[src/rtl/glb_pcfg_pkg.sv]
// Shared types and default widths for the GLB parallel-config controller.
package glb_pcfg_pkg;

    localparam int unsigned PCFG_ADDR_W     = 32;
    localparam int unsigned PCFG_DATA_W     = 32;
    localparam int unsigned PCFG_BS_ADDR_W  = 16;
    localparam int unsigned PCFG_RD_TIMEOUT = 15;

    typedef enum logic [2:0] {
        IDLE,
        STREAM,
        DRAIN,
        RD_ISSUE,
        RD_WAIT
    } pcfg_state_e;

endpackage

[src/rtl/glb_pcfg_if.sv]
// pcfg bus between a GLB tile (master) and the CGRA columns (slave).
interface glb_pcfg_if #(
    parameter int unsigned CGRA_CFG_ADDR_WIDTH = 32,
    parameter int unsigned CGRA_CFG_DATA_WIDTH = 32
);

    logic                           cgra_cfg_wr_en;
    logic                           cgra_cfg_rd_en;
    logic [CGRA_CFG_ADDR_WIDTH-1:0] cgra_cfg_addr;
    logic [CGRA_CFG_DATA_WIDTH-1:0] cgra_cfg_data;
    logic [CGRA_CFG_DATA_WIDTH-1:0] cgra_cfg_rd_data;
    logic                           cgra_cfg_rd_data_valid;

    modport master (
        output cgra_cfg_wr_en, cgra_cfg_rd_en, cgra_cfg_addr, cgra_cfg_data,
        input  cgra_cfg_rd_data, cgra_cfg_rd_data_valid
    );

    modport slave (
        input  cgra_cfg_wr_en, cgra_cfg_rd_en, cgra_cfg_addr, cgra_cfg_data,
        output cgra_cfg_rd_data, cgra_cfg_rd_data_valid
    );

endinterface

[src/rtl/glb_pcfg_ctrl.sv]
// GLB pcfg initiator: streams bitstream words from SRAM onto the pcfg bus and services host read-backs.
// Optional cycle counter output cfg_cycles under `define PCFG_CTRL_PERF_CNT_EN.
module glb_pcfg_ctrl
    import glb_pcfg_pkg::*;
#(
    parameter int unsigned CGRA_CFG_ADDR_WIDTH = PCFG_ADDR_W,
    parameter int unsigned CGRA_CFG_DATA_WIDTH = PCFG_DATA_W,
    parameter int unsigned BS_ADDR_WIDTH       = PCFG_BS_ADDR_W,
    parameter int unsigned RD_TIMEOUT          = PCFG_RD_TIMEOUT
) (
    input  logic                                         clk,
    input  logic                                         reset,
    input  logic                                         start,
    input  logic [BS_ADDR_WIDTH-1:0]                     bs_base,
    input  logic [BS_ADDR_WIDTH-1:0]                     num_words,
    output logic                                         bs_rd_en,
    output logic [BS_ADDR_WIDTH-1:0]                     bs_rd_addr,
    input  logic [CGRA_CFG_ADDR_WIDTH+CGRA_CFG_DATA_WIDTH-1:0] bs_rd_data,
    input  logic                                         rd_req,
    input  logic [CGRA_CFG_ADDR_WIDTH-1:0]               rd_addr,
    output logic                                         rd_ack,
    output logic [CGRA_CFG_DATA_WIDTH-1:0]               rd_data,
    output logic                                         rd_err,
    glb_pcfg_if.master                                   pcfg,
    output logic                                         busy,
    output logic                                         done
`ifdef PCFG_CTRL_PERF_CNT_EN
    ,
    output logic [31:0]                                  cfg_cycles
`endif
);

    localparam int unsigned TW = $clog2(RD_TIMEOUT + 1);

    pcfg_state_e                    state_q, state_d;
    logic [BS_ADDR_WIDTH-1:0]       base_q, base_d;
    logic [BS_ADDR_WIDTH-1:0]       cnt_q, cnt_d;
    logic [BS_ADDR_WIDTH-1:0]       k_q, k_d;
    logic                           rd_pending_q, rd_pending_d;
    logic                           wr_en_q, wr_en_d;
    logic                           rd_en_q, rd_en_d;
    logic [CGRA_CFG_ADDR_WIDTH-1:0] addr_q, addr_d;
    logic [CGRA_CFG_DATA_WIDTH-1:0] data_q, data_d;
    logic                           rd_ack_q, rd_ack_d;
    logic [CGRA_CFG_DATA_WIDTH-1:0] rd_data_q, rd_data_d;
    logic                           rd_err_q, rd_err_d;
    logic                           done_q, done_d;
    logic [TW-1:0]                  wait_q, wait_d;
    logic                           stream_start;

    always_comb begin
        state_d      = state_q;
        base_d       = base_q;
        cnt_d        = cnt_q;
        k_d          = k_q;
        wait_d       = wait_q;
        rd_ack_d     = 1'b0;
        rd_data_d    = rd_data_q;
        rd_err_d     = rd_err_q;
        done_d       = 1'b0;
        rd_en_d      = 1'b0;
        stream_start = 1'b0;
        bs_rd_en     = 1'b0;
        bs_rd_addr   = base_q + k_q;
        // A word read last cycle is on bs_rd_data now; register it onto the bus.
        wr_en_d      = rd_pending_q;
        addr_d       = rd_pending_q ? bs_rd_data[CGRA_CFG_ADDR_WIDTH+CGRA_CFG_DATA_WIDTH-1 -: CGRA_CFG_ADDR_WIDTH] : '0;
        data_d       = rd_pending_q ? bs_rd_data[CGRA_CFG_DATA_WIDTH-1:0] : '0;

        unique case (state_q)
            IDLE: begin
                if (start) begin
                    stream_start = 1'b1;
                    if (num_words == '0) begin
                        done_d = 1'b1;
                    end else begin
                        // First read issues in the start cycle so N words finish in N+2 cycles.
                        bs_rd_en   = 1'b1;
                        bs_rd_addr = bs_base;
                        base_d     = bs_base;
                        cnt_d      = num_words;
                        k_d        = BS_ADDR_WIDTH'(1);
                        state_d    = (num_words == BS_ADDR_WIDTH'(1)) ? DRAIN : STREAM;
                    end
                end else if (rd_req && !rd_ack_q) begin
                    // rd_req is still high in the ack cycle; do not re-issue it.
                    state_d = RD_ISSUE;
                    rd_en_d = 1'b1;
                    addr_d  = rd_addr;
                    data_d  = '0;
                end
            end
            STREAM: begin
                bs_rd_en = 1'b1;
                k_d      = k_q + BS_ADDR_WIDTH'(1);
                if (k_q == cnt_q - BS_ADDR_WIDTH'(1)) state_d = DRAIN;
            end
            DRAIN: begin
                if (!rd_pending_q) begin
                    done_d  = 1'b1;
                    state_d = IDLE;
                end
            end
            RD_ISSUE: begin
                wait_d  = '0;
                state_d = RD_WAIT;
            end
            RD_WAIT: begin
                if (pcfg.cgra_cfg_rd_data_valid) begin
                    rd_ack_d  = 1'b1;
                    rd_data_d = pcfg.cgra_cfg_rd_data;
                    rd_err_d  = 1'b0;
                    state_d   = IDLE;
                end else if (wait_q == TW'(RD_TIMEOUT - 1)) begin
                    rd_ack_d  = 1'b1;
                    rd_data_d = '0;
                    rd_err_d  = 1'b1;
                    state_d   = IDLE;
                end else begin
                    wait_d = wait_q + TW'(1);
                end
            end
            default: state_d = IDLE;
        endcase

        rd_pending_d = bs_rd_en;
    end

    always_ff @(posedge clk or posedge reset) begin
        if (reset) begin
            state_q      <= IDLE;
            base_q       <= '0;
            cnt_q        <= '0;
            k_q          <= '0;
            rd_pending_q <= 1'b0;
            wr_en_q      <= 1'b0;
            rd_en_q      <= 1'b0;
            addr_q       <= '0;
            data_q       <= '0;
            rd_ack_q     <= 1'b0;
            rd_data_q    <= '0;
            rd_err_q     <= 1'b0;
            done_q       <= 1'b0;
            wait_q       <= '0;
        end else begin
            state_q      <= state_d;
            base_q       <= base_d;
            cnt_q        <= cnt_d;
            k_q          <= k_d;
            rd_pending_q <= rd_pending_d;
            wr_en_q      <= wr_en_d;
            rd_en_q      <= rd_en_d;
            addr_q       <= addr_d;
            data_q       <= data_d;
            rd_ack_q     <= rd_ack_d;
            rd_data_q    <= rd_data_d;
            rd_err_q     <= rd_err_d;
            done_q       <= done_d;
            wait_q       <= wait_d;
        end
    end

`ifdef PCFG_CTRL_PERF_CNT_EN
    logic [31:0] cycles_q, cycles_d;

    always_comb begin
        cycles_d = cycles_q;
        if (stream_start) begin
            cycles_d = '0;
        end else if ((state_q == STREAM || state_q == DRAIN) && cycles_q != '1) begin
            cycles_d = cycles_q + 32'd1;
        end
    end

    always_ff @(posedge clk or posedge reset) begin
        if (reset) cycles_q <= '0;
        else       cycles_q <= cycles_d;
    end

    assign cfg_cycles = cycles_q;
`endif

    assign pcfg.cgra_cfg_wr_en = wr_en_q;
    assign pcfg.cgra_cfg_rd_en = rd_en_q;
    assign pcfg.cgra_cfg_addr  = addr_q;
    assign pcfg.cgra_cfg_data  = data_q;
    assign rd_ack              = rd_ack_q;
    assign rd_data             = rd_data_q;
    assign rd_err              = rd_err_q;
    assign done                = done_q;
    assign busy                = (state_q != IDLE);

endmodule

[src/flat_wrapper.sv]
// flat-port wrapper written by rule: the top's interface ports become plain ports
module glb_pcfg_ctrl_flat import glb_pcfg_pkg::*;
#(
    parameter int unsigned CGRA_CFG_ADDR_WIDTH = PCFG_ADDR_W,
    parameter int unsigned CGRA_CFG_DATA_WIDTH = PCFG_DATA_W,
    parameter int unsigned BS_ADDR_WIDTH       = PCFG_BS_ADDR_W,
    parameter int unsigned RD_TIMEOUT          = PCFG_RD_TIMEOUT
)
  (clk, reset, start, bs_base, num_words, bs_rd_en, bs_rd_addr, bs_rd_data, rd_req, rd_addr, rd_ack, rd_data, rd_err, busy, done, pcfg_cgra_cfg_wr_en, pcfg_cgra_cfg_rd_en, pcfg_cgra_cfg_addr, pcfg_cgra_cfg_data, pcfg_cgra_cfg_rd_data, pcfg_cgra_cfg_rd_data_valid);
  glb_pcfg_if #(.CGRA_CFG_ADDR_WIDTH(CGRA_CFG_ADDR_WIDTH), .CGRA_CFG_DATA_WIDTH(CGRA_CFG_DATA_WIDTH)) pcfg_i ();
  input  logic clk;
  input  logic reset;
  input  logic start;
  input  logic [BS_ADDR_WIDTH-1:0] bs_base;
  input  logic [BS_ADDR_WIDTH-1:0] num_words;
  output logic bs_rd_en;
  output logic [BS_ADDR_WIDTH-1:0] bs_rd_addr;
  input  logic [CGRA_CFG_ADDR_WIDTH+CGRA_CFG_DATA_WIDTH-1:0] bs_rd_data;
  input  logic rd_req;
  input  logic [CGRA_CFG_ADDR_WIDTH-1:0] rd_addr;
  output logic rd_ack;
  output logic [CGRA_CFG_DATA_WIDTH-1:0] rd_data;
  output logic rd_err;
  output logic busy;
  output logic done;
  output wire logic [$bits(pcfg_i.cgra_cfg_wr_en)-1:0] pcfg_cgra_cfg_wr_en;
  output wire logic [$bits(pcfg_i.cgra_cfg_rd_en)-1:0] pcfg_cgra_cfg_rd_en;
  output wire logic [$bits(pcfg_i.cgra_cfg_addr)-1:0] pcfg_cgra_cfg_addr;
  output wire logic [$bits(pcfg_i.cgra_cfg_data)-1:0] pcfg_cgra_cfg_data;
  input wire logic [$bits(pcfg_i.cgra_cfg_rd_data)-1:0] pcfg_cgra_cfg_rd_data;
  input wire logic [$bits(pcfg_i.cgra_cfg_rd_data_valid)-1:0] pcfg_cgra_cfg_rd_data_valid;
  assign pcfg_cgra_cfg_wr_en = pcfg_i.cgra_cfg_wr_en;
  assign pcfg_cgra_cfg_rd_en = pcfg_i.cgra_cfg_rd_en;
  assign pcfg_cgra_cfg_addr = pcfg_i.cgra_cfg_addr;
  assign pcfg_cgra_cfg_data = pcfg_i.cgra_cfg_data;
  assign pcfg_i.cgra_cfg_rd_data = pcfg_cgra_cfg_rd_data;
  assign pcfg_i.cgra_cfg_rd_data_valid = pcfg_cgra_cfg_rd_data_valid;
  glb_pcfg_ctrl #(.CGRA_CFG_ADDR_WIDTH(CGRA_CFG_ADDR_WIDTH), .CGRA_CFG_DATA_WIDTH(CGRA_CFG_DATA_WIDTH), .BS_ADDR_WIDTH(BS_ADDR_WIDTH), .RD_TIMEOUT(RD_TIMEOUT)) u_core (.clk(clk), .reset(reset), .start(start), .bs_base(bs_base), .num_words(num_words), .bs_rd_en(bs_rd_en), .bs_rd_addr(bs_rd_addr), .bs_rd_data(bs_rd_data), .rd_req(rd_req), .rd_addr(rd_addr), .rd_ack(rd_ack), .rd_data(rd_data), .rd_err(rd_err), .pcfg(pcfg_i), .busy(busy), .done(done));
endmodule
[config.mk]
export PLATFORM = sky130hd
export DESIGN_NAME = glb_pcfg_ctrl_flat
export DESIGN_NICKNAME = d
export VERILOG_FILES = /design/src/rtl/glb_pcfg_pkg.sv /design/src/rtl/glb_pcfg_if.sv /design/src/rtl/glb_pcfg_ctrl.sv /design/src/flat_wrapper.sv
export SDC_FILE = /design/constraint.sdc
export NUM_CORES = 1
export LEC_CHECK = 0
export ABC_CLOCK_PERIOD_IN_PS = 7970
export BUFFER_PORTS_ARGS = -buffer_cell sky130_fd_sc_hd__buf_2
export CAP_MARGIN = 0
export CORE_UTILIZATION = 35
export DETAILED_ROUTE_END_ITERATION = 8
export GPL_ROUTABILITY_DRIVEN = 0
export GPL_TIMING_DRIVEN = 1
export PLACE_DENSITY = 0.6
export SLEW_MARGIN = 10
export SYNTH_ARGS = -nofsm -noshare
export SYNTH_HDL_FRONTEND = slang
export SYNTH_SLANG_ARGS = --single-unit
[constraint.sdc]
create_clock -name clk -period 7.97 [get_ports clk]
set_input_delay 0.797 -clock clk [delete_from_list [all_inputs] [get_ports clk]]
set_output_delay 0.797 -clock clk [all_outputs]
set_load 0.01 [all_outputs]
==> results of run 1 <==
cells in the final DEF, fill, tap and decap left out, types with 5 or more instances in the layout:
cell       instances
xor2_1            22
nor4_1             6
nand2b_1           9
inv_1             16
nor3b_1            5
and2_1             5
buf_4              5
buf_2            283
and3_1            38
a22o_1            32
xnor2_1           14
clkinv_8           5
nand4_1            7
o21ai_0           35
a21oi_1           14
clkbuf_16         17
nor3_1            15
nand2_1          178
dfrtp_1          156
o21a_1             5
nor2_1            30
ha_1              19
nand3_1           57
cell type report:
class	count	area, µm²
inverters	17	68.8
clock inverters	14	170
diodes	2	5.00
multi-input cells	550	3190
fillers	2046	10800
repair buffers	288	1450
flip-flops and latches	157	3930
well taps	270	338
clock buffers	18	439
worst max-delay path: cells and delay by family, from the launching register on:
kind / cells / cell delay, ps
DFF: 1 / 440
adders and majority gates: 1 / 340
AOI/OAI and AO/OA: 7 / 1670
buffers and inverters: 1 / 150
per-stage QoR:
stage	instances	hold WS [ps]	total power, mW
finish	1316	487	3.47
global route	1315	517	3.73
CTS	1314	489	3.51
detailed placement	1282	471	2.67
global placement	1282	467	2.65
floorplan	768	372	2.14
routing by layer:
metal / up-vias / global-route usage / part of all wire
li1: 3181 / - / -
met1: 3049 / 0.231 / 0.40
met2: 173 / 0.353 / 0.51
met3: 20 / 0.0717 / 0.070
met4: 0 / 0.0660 / 0.018
met5: - / 0 / 0
worst min-delay path by stage:
stage | start | end | slack, ps | cells after the start
global route | u_core.base_q[0]$_DFFE_PP0P_ | u_core.base_q[0]$_DFFE_PP0P_ | 520 | 2
floorplan | u_core.rd_pending_q$_DFF_PP0_ | u_core.pcfg.cgra_cfg_wr_en$_DFF_PP0_ | 370 | 0
finish | u_core.base_q[14]$_DFFE_PP0P_ | u_core.base_q[14]$_DFFE_PP0P_ | 490 | 2
global placement | u_core.base_q[14]$_DFFE_PP0P_ | u_core.base_q[14]$_DFFE_PP0P_ | 470 | 2
CTS | u_core.base_q[11]$_DFFE_PP0P_ | u_core.base_q[11]$_DFFE_PP0P_ | 490 | 2
detailed placement | u_core.base_q[14]$_DFFE_PP0P_ | u_core.base_q[14]$_DFFE_PP0P_ | 470 | 2
state kept, by name, indices dropped and copies added (netlist names):
signal and cells:
u_core.rd_ack 1, u_core.k_q 16, u_core.pcfg.cgra_cfg_wr_en 1, u_core.pcfg.cgra_cfg_addr 32
u_core.rd_data 32, u_core.pcfg.cgra_cfg_data 32, u_core.base_q 16, u_core.cnt_q 16
u_core.done 1, u_core.state_q 3, u_core.pcfg.cgra_cfg_rd_en 1, u_core.wait_q 4
u_core.rd_err 1, u_core.rd_pending_q 1
power by group through the flow:
stage	logic [mW]	clock network (mW)	registers, mW
after global placement	1.34	0	1.31
after detailed placement	1.36	0	1.31
after floorplan	0.831	0	1.31
after CTS	1.36	0.844	1.30
after global routing	1.50	0.876	1.35
final	1.34	0.819	1.30
cells by family (layout without fill, tap and decap cells):
logic type                 count (synthesis)  count (layout)  synth area share
adders and majority gates                 20              20            0.0351
and+or+nand+nor                          368             368             0.234
muxes                                      4               4           0.00545
DFF                                      157             157             0.534
other                                      0               2                 0
AOI/OAI and AO/OA                        122             122             0.116
buffers and inverters                     61             337            0.0325
xor gates and xnor gates                  36              36            0.0429
==> metrics.md, run 1 <==
| Metric | Value |
|---|---|
| Post-CTS Setup Bufs | `0` |
| R2r startpoint | `u_core.state_q[1]$_DFFE_PP0P_` |
| Share of the synthesized area in the top cell type | `0.534` |
| Number of synthesized flops with an enable pin | `0` |
| Switching part of the total power | `0.397` |
| Worst clock skew | `approximately 18 ps` |
| Die Footprint | `around 0.022 mm²` |
| Initial Util | `0.360` |
| Data arrival, critical path | `3010 ps` |
| Hpwl dp | `about 16000 µm` |
| Post-synthesis instance area | `approximately 0.0074 mm²` |
| Die Width | `between 100 and 150 µm` |
| Area of the core | `between 0.02 and 0.025 mm²` |
| Number of distinct library cells after synthesis | `53` |
| Total track usage | `0.203` |
| Number of buffers added on ports | `283` |
| Pwr per Cell Area | `approximately 360 mW/mm²` |
| Final sum of negative setup slack | `0 ps` |
| Number of I/O pins | `approximately 280` |
| Crit path setup slack, layout | `slightly above 4000 ps` |
| Terminus of the critical flop-to-flop path | `u_core.pcfg.cgra_cfg_addr[15]$_DFF_PP0_` |
| Post-detailed-route wirelength per cell | `16.3 µm` |
| Delay of the slowest cell on the worst path | `440 ps` |
| Leading post-synthesis cells by cell area | `dfrtp_1, nand2_1, nand3_1` |
| Clock root buffer | `clkbuf_16` |
| Sequential Power Share | `0.376` |
| CTS Hold Buffers Added | `0` |
| Layout overhead on the synthesized area | `30.5%` |
| Design internal power | `around 2.1 mW` |
| Path category of the worst min-delay check | `reg -> reg` |
| Layout Utilization | `0.470` |
| Post-Synthesis Cells | `about 770` |
| Cell type contributing the most total cell area after synthesis | `dfrtp_1` |
| Share of final-layout standard cells stronger than drive strength 1 | `0.317` |
| Number of global-route vias before repair | `6546` |
| Post-CTS Resized | `0` |
| Number of vias after detailed routing | `6423` |
| Maximum resistive drop on vdd | `0.158 mV` |
| Std-Cell Rows | `52` |
| Slowest library cell on the worst path | `dfrtp_1` |
| Final nets | `around 1200` |
| Share of the clock period used by the worst path after layout | `0.478` |
| Area of all placed cells without fillers | `around 0.0096 mm²` |
| Fin. Hold Viols | `0` |
| Proportion of synthesized chip area in sequential cells | `0.534` |
| Async set-or-reset flop fraction in the synthesized netlist | `1.00` |
| Die extent in y | `about 150 µm` |
| Per-instance average area after synthesis | `9.57 µm²` |
| Placed inst area | `about 0.0090 mm²` |
| Fraction of power consumed by combinational cells | `0.387` |
| Result of the run | `completed` |
| Fraction of power consumed by the clock network | `0.236` |
| Worst skew pair latency | `430 ps` |
| Capture point of the worst path | `bs_rd_addr[15]` |
| Critical path launch point | `u_core.k_q[1]$_DFFE_PP0P_` |
| Critical Path, Cell by Cell | `ha_1, a211o_1, o211ai_1, a21oi_1, o22a_1, a21o_1, a2111oi_0, o21ai_1, buf_2` |
| Top-count cell post-synth | `nand2_1` |
| Routed via count divided by cell count | `a little under 5` |
| Synth warnings | `0` |
| Setup slack at placement | `approximately 4600 ps` |
| Relative slew margins | `0.194` |
| Clock input transition at the sequential cells of the worst setup and hold paths | `~70 ps` |
| Initial antenna violation count | `2` |
| Time the final worst path needs with I/O delays and setup | `between 3000 and 4000 ps` |
| Register-to-Register Setup Slack | `a little under 5000 ps` |
| Max H-tree Level | `4` |
| Count of final setup violators | `0` |
| Number of buffers inserted during clock tree synthesis | `17` |
| CTS tree | `yes` |
| Type of destination of the critical path | `output port` |
| Number of register bits inferred by synthesis | `approximately 160` |
| Transition time at the pin with the least slew margin | `around 1200 ps` |
| Initial detailed-routing violation count | `around 280` |
| Largest net degree at the start of global routing | `83` |
| Remaining design rule violation count | `0` |
| Crit Path Class | `reg -> out` |
| Endpoint required time on the critical path | `7170 ps` |
| Total global routing overflow | `0` |
| Peak fanout along the critical path | `6` |
| Max-cap violations | `0` |
| Net switching power figure | `approximately 1.4 mW` |
| First-pass GRT wire length | `between 30000 and 40000 µm` |
| Peak Freq | `about 260 MHz` |
| Worst Reg-to-Reg Cells | `6` |
| Setup repair after global routing missed its margin | `no` |
| Synth Net Count | `~950` |
| Wirelength, routed | `about 21000 µm` |
| Max-slew violation count | `0` |
| Leak Pwr | `between 5 and 6 nW` |
| Post-DRT Antenna Nets | `0` |
| Critical Path Source Type | `flop` |
| Top post-synthesis cells by count | `nand2_1, dfrtp_1, nand3_1, and3_1, o21ai_0` |
| Number of iterations in the first detailed-routing pass | `4` |
| Clock sink count | `roughly 160` |
| Bufs on Longest Clock Path | `2` |
| Most used DFF post-synth | `dfrtp_1` |
Note: power is estimated with default switching activity, not from simulation.
==> run 2: changes to the inputs <==
ABC_CLOCK_PERIOD_IN_PS = 3600   (was 7970)
clock period = 3.6 ns   (was 7.97 ns; I/O delays follow)
==> run 2 against run 1 <==
Effect of this change: routed wire length down 1.0%; register-to-register slack worse by 3700 ps; first-iteration DRC count down 25%.
==> metrics.md, run 2 (synthesis gave the netlist of run 1 again) <==
| Metric | Value |
|---|---|
| Number of buffers added on ports | `roughly 280` |
| Data arrival, critical path | `roughly 3000 ps` |
| Area of the core | `about 0.020 mm²` |
| Cell seen most often among critical-path stages | `o21a_1` |
| Number of non-filler instances in the completed layout | `approximately 1300` |
| Peak fanout along the critical path | `7` |
| Path category of the worst min-delay check | `in -> async` |
| Pwr per Cell Area | `approximately 800 mW/mm²` |
| Number of global-route vias before repair | `about 6600` |
| Total global routing overflow | `0` |
| Routed via count divided by cell count | `a little under 5` |
| Worst Reg-to-Reg Cells | `9` |
| Delay of the slowest cell on the worst path | `between 400 and 500 ps` |
| Slowest library cell on the worst path | `dfrtp_1` |
| Clock root buffer | `clkbuf_16` |
| Share of final-layout standard cells stronger than drive strength 1 | `0.320` |
| Initial detailed-routing violation count | `211` |
| Largest net degree at the start of global routing | `67` |
| Max H-tree Level | `4` |
| Post-CTS Resized | `0` |
| CTS tree | `yes` |
| Type of destination of the critical path | `output port` |
| Net switching power figure | `3.05 mW` |
| Die Width | `approximately 150 µm` |
| Initial Util | `0.360` |
| Design internal power | `4.64 mW` |
| Max-cap violations | `0` |
| Remaining design rule violation count | `0` |
| Worst clock skew | `roughly 15 ps` |
| Count of final setup violators | `0` |
| Fraction of power consumed by the clock network | `0.238` |
| Peak Freq | `between 200 and 300 MHz` |
| Most frequent standard cell in the layout excluding fill and tap cells | `buf_2` |
| Layout overhead on the synthesized area | `31.4%` |
| Critical Path, Cell by Cell | `ha_1, inv_1, fa_1, nor2b_1, o21ai_0, a21oi_1, o31a_1, o21a_1, o21a_1, o31ai_1, buf_2` |
| Clock input transition at the sequential cells of the worst setup and hold paths | `80 ps` |
| Maximum resistive drop on vdd | `between 0.3 and 0.4 mV` |
| Std-Cell Rows | `52` |
| Switching part of the total power | `0.397` |
| Leak Pwr | `roughly 5.3 nW` |
| Final nets | `1221` |
| Max-slew violation count | `0` |
| Final sum of negative setup slack | `0 ps` |
| Min Hold Slack | `approximately 110 ps` |
| Die extent in y | `about 150 µm` |
| Critical Path Source Type | `flop` |
| Worst skew pair latency | `430 ps` |
| Post-DRT Antenna Nets | `0` |
| Crit path setup slack, layout | `about 250 ps` |
| Most frequent cells in the layout | `buf_2, nand2_1, dfrtp_1` |
| Post-CTS Setup Bufs | `0` |
| CTS Hold Buffers Added | `0` |
| Fraction of power consumed by combinational cells | `0.399` |
| First-pass GRT wire length | `approximately 34000 µm` |
| Number of I/O pins | `284` |
| Placed insts | `1287` |
| Number of vias after detailed routing | `6468` |
| Post-detailed-route wirelength per cell | `between 15 and 20 µm` |
| Clock sink count | `roughly 160` |
| Setup repair after global routing missed its margin | `no` |
| Bufs on Longest Clock Path | `2` |
| Crit path max-delay family | `compound AO/OA/AOI/OAI gates` |
| Die Footprint | `between 0.02 and 0.025 mm²` |
| Time the final worst path needs with I/O delays and setup | `approximately 3400 ps` |
| Bufs and invs on worst path | `2` |
| Sequential Power Share | `0.363` |
| Number of buffers inserted during clock tree synthesis | `17` |
| Setup slack at placement | `686 ps` |
| Endpoint required time on the critical path | `roughly 3200 ps` |
| Wirelength, routed | `between 20000 and 25000 µm` |
| Crit Path Class | `reg -> out` |
| Share of the clock period used by the worst path after layout | `0.932` |
| Hpwl dp | `between 15000 and 20000 µm` |
| Transition time at the pin with the least slew margin | `just over 900 ps` |
| Relative slew margins | `0.386` |
| Initial antenna violation count | `5` |
| Total track usage | `0.202` |
| Number of iterations in the first detailed-routing pass | `4` |
| Fin. Hold Viols | `0` |
| Cell count along the critical path | `11` |
| Result of the run | `completed` |
run 2: cell count changes in the layout (fill, tap and decap cells not counted):
cell | previous run | this run
diode_2 | 2 | 3
buf_12 | 0 | 2
clkinvlp_4 | 0 | 2
inv_12 | 0 | 1
clkinv_8 | 5 | 4
inv_6 | 4 | 3
clkinv_4 | 2 | 1
buf_4 | 5 | 8
run 2: power groups by stage:
stage | clock network, mW | logic, mW | registers (mW)
final | 1.83 | 3.07 | 2.80
after global routing | 1.95 | 3.43 | 2.89
after CTS | 1.88 | 3.11 | 2.80
after detailed placement | 0 | 3.10 | 2.82
after global placement | 0 | 3.07 | 2.82
after floorplan | 0 | 1.84 | 2.90
run 2: final timing paths:
path	startpoint	end	slack [ps]
max	u_core.k_q[0]$_DFFE_PP0P_	bs_rd_addr[10]	250
min	reset	u_core.pcfg.cgra_cfg_data[16]$_DFF_PP0_	110
max reg2reg	u_core.cnt_q[0]$_DFFE_PP0P_	u_core.state_q[1]$_DFFE_PP0P_	1080
min reg2reg	u_core.base_q[6]$_DFFE_PP0P_	u_core.base_q[6]$_DFFE_PP0P_	480
max in group asynchronous	reset	u_core.k_q[15]$_DFFE_PP0P_	2670
min in group clk	rd_addr[5]	u_core.pcfg.cgra_cfg_addr[5]$_DFF_PP0_	110
run 2: worst reg2reg max path, stage by stage (launching register included):
cell and delay (ps):
dfrtp_1 440, inv_1 100, ha_1 290, nor4b_1 460
nand2_1 140, o311a_1 380, o41ai_1 70, o211ai_1 230
o21ai_2 200, a31o_1 160
run 2: per-layer routing:
| metal | wire length, µm | GRT usage | up-vias |
|---|---|---|---|
| li1 | - | - | 3193 |
| met1 | 8600 | 0.231 | 3066 |
| met2 | 10800 | 0.352 | 186 |
| met3 | 1600 | 0.0742 | 19 |
| met4 | 216 | 0.0593 | 4 |
| met5 | 24 | 0 | - |
run 2: area by class of cell:
cell class / instances / area [µm²]
Fill cell: 2031 / 10800
Sequential cell: 157 / 3930
Multi-Input combinational cell: 550 / 3190
Timing Repair Buffer: 293 / 1520
Clock buffer: 18 / 439
Tap cell: 270 / 338
Clock inverter: 14 / 169
Inverter: 17 / 67.6
Antenna cell: 3 / 7.51
run 2: through the flow:
step | util | cell area, µm² | total power [mW]
2_1_floorplan | - | 7350 | 4.75
4_1_cts | 0.472 | 9650 | 7.79
6_report | 0.473 | 9660 | 7.69
3_3_place_gp | 0.443 | 9040 | 5.89
3_5_place_dp | 0.443 | 9040 | 5.92
5_1_grt | 0.473 | 9650 | 8.27
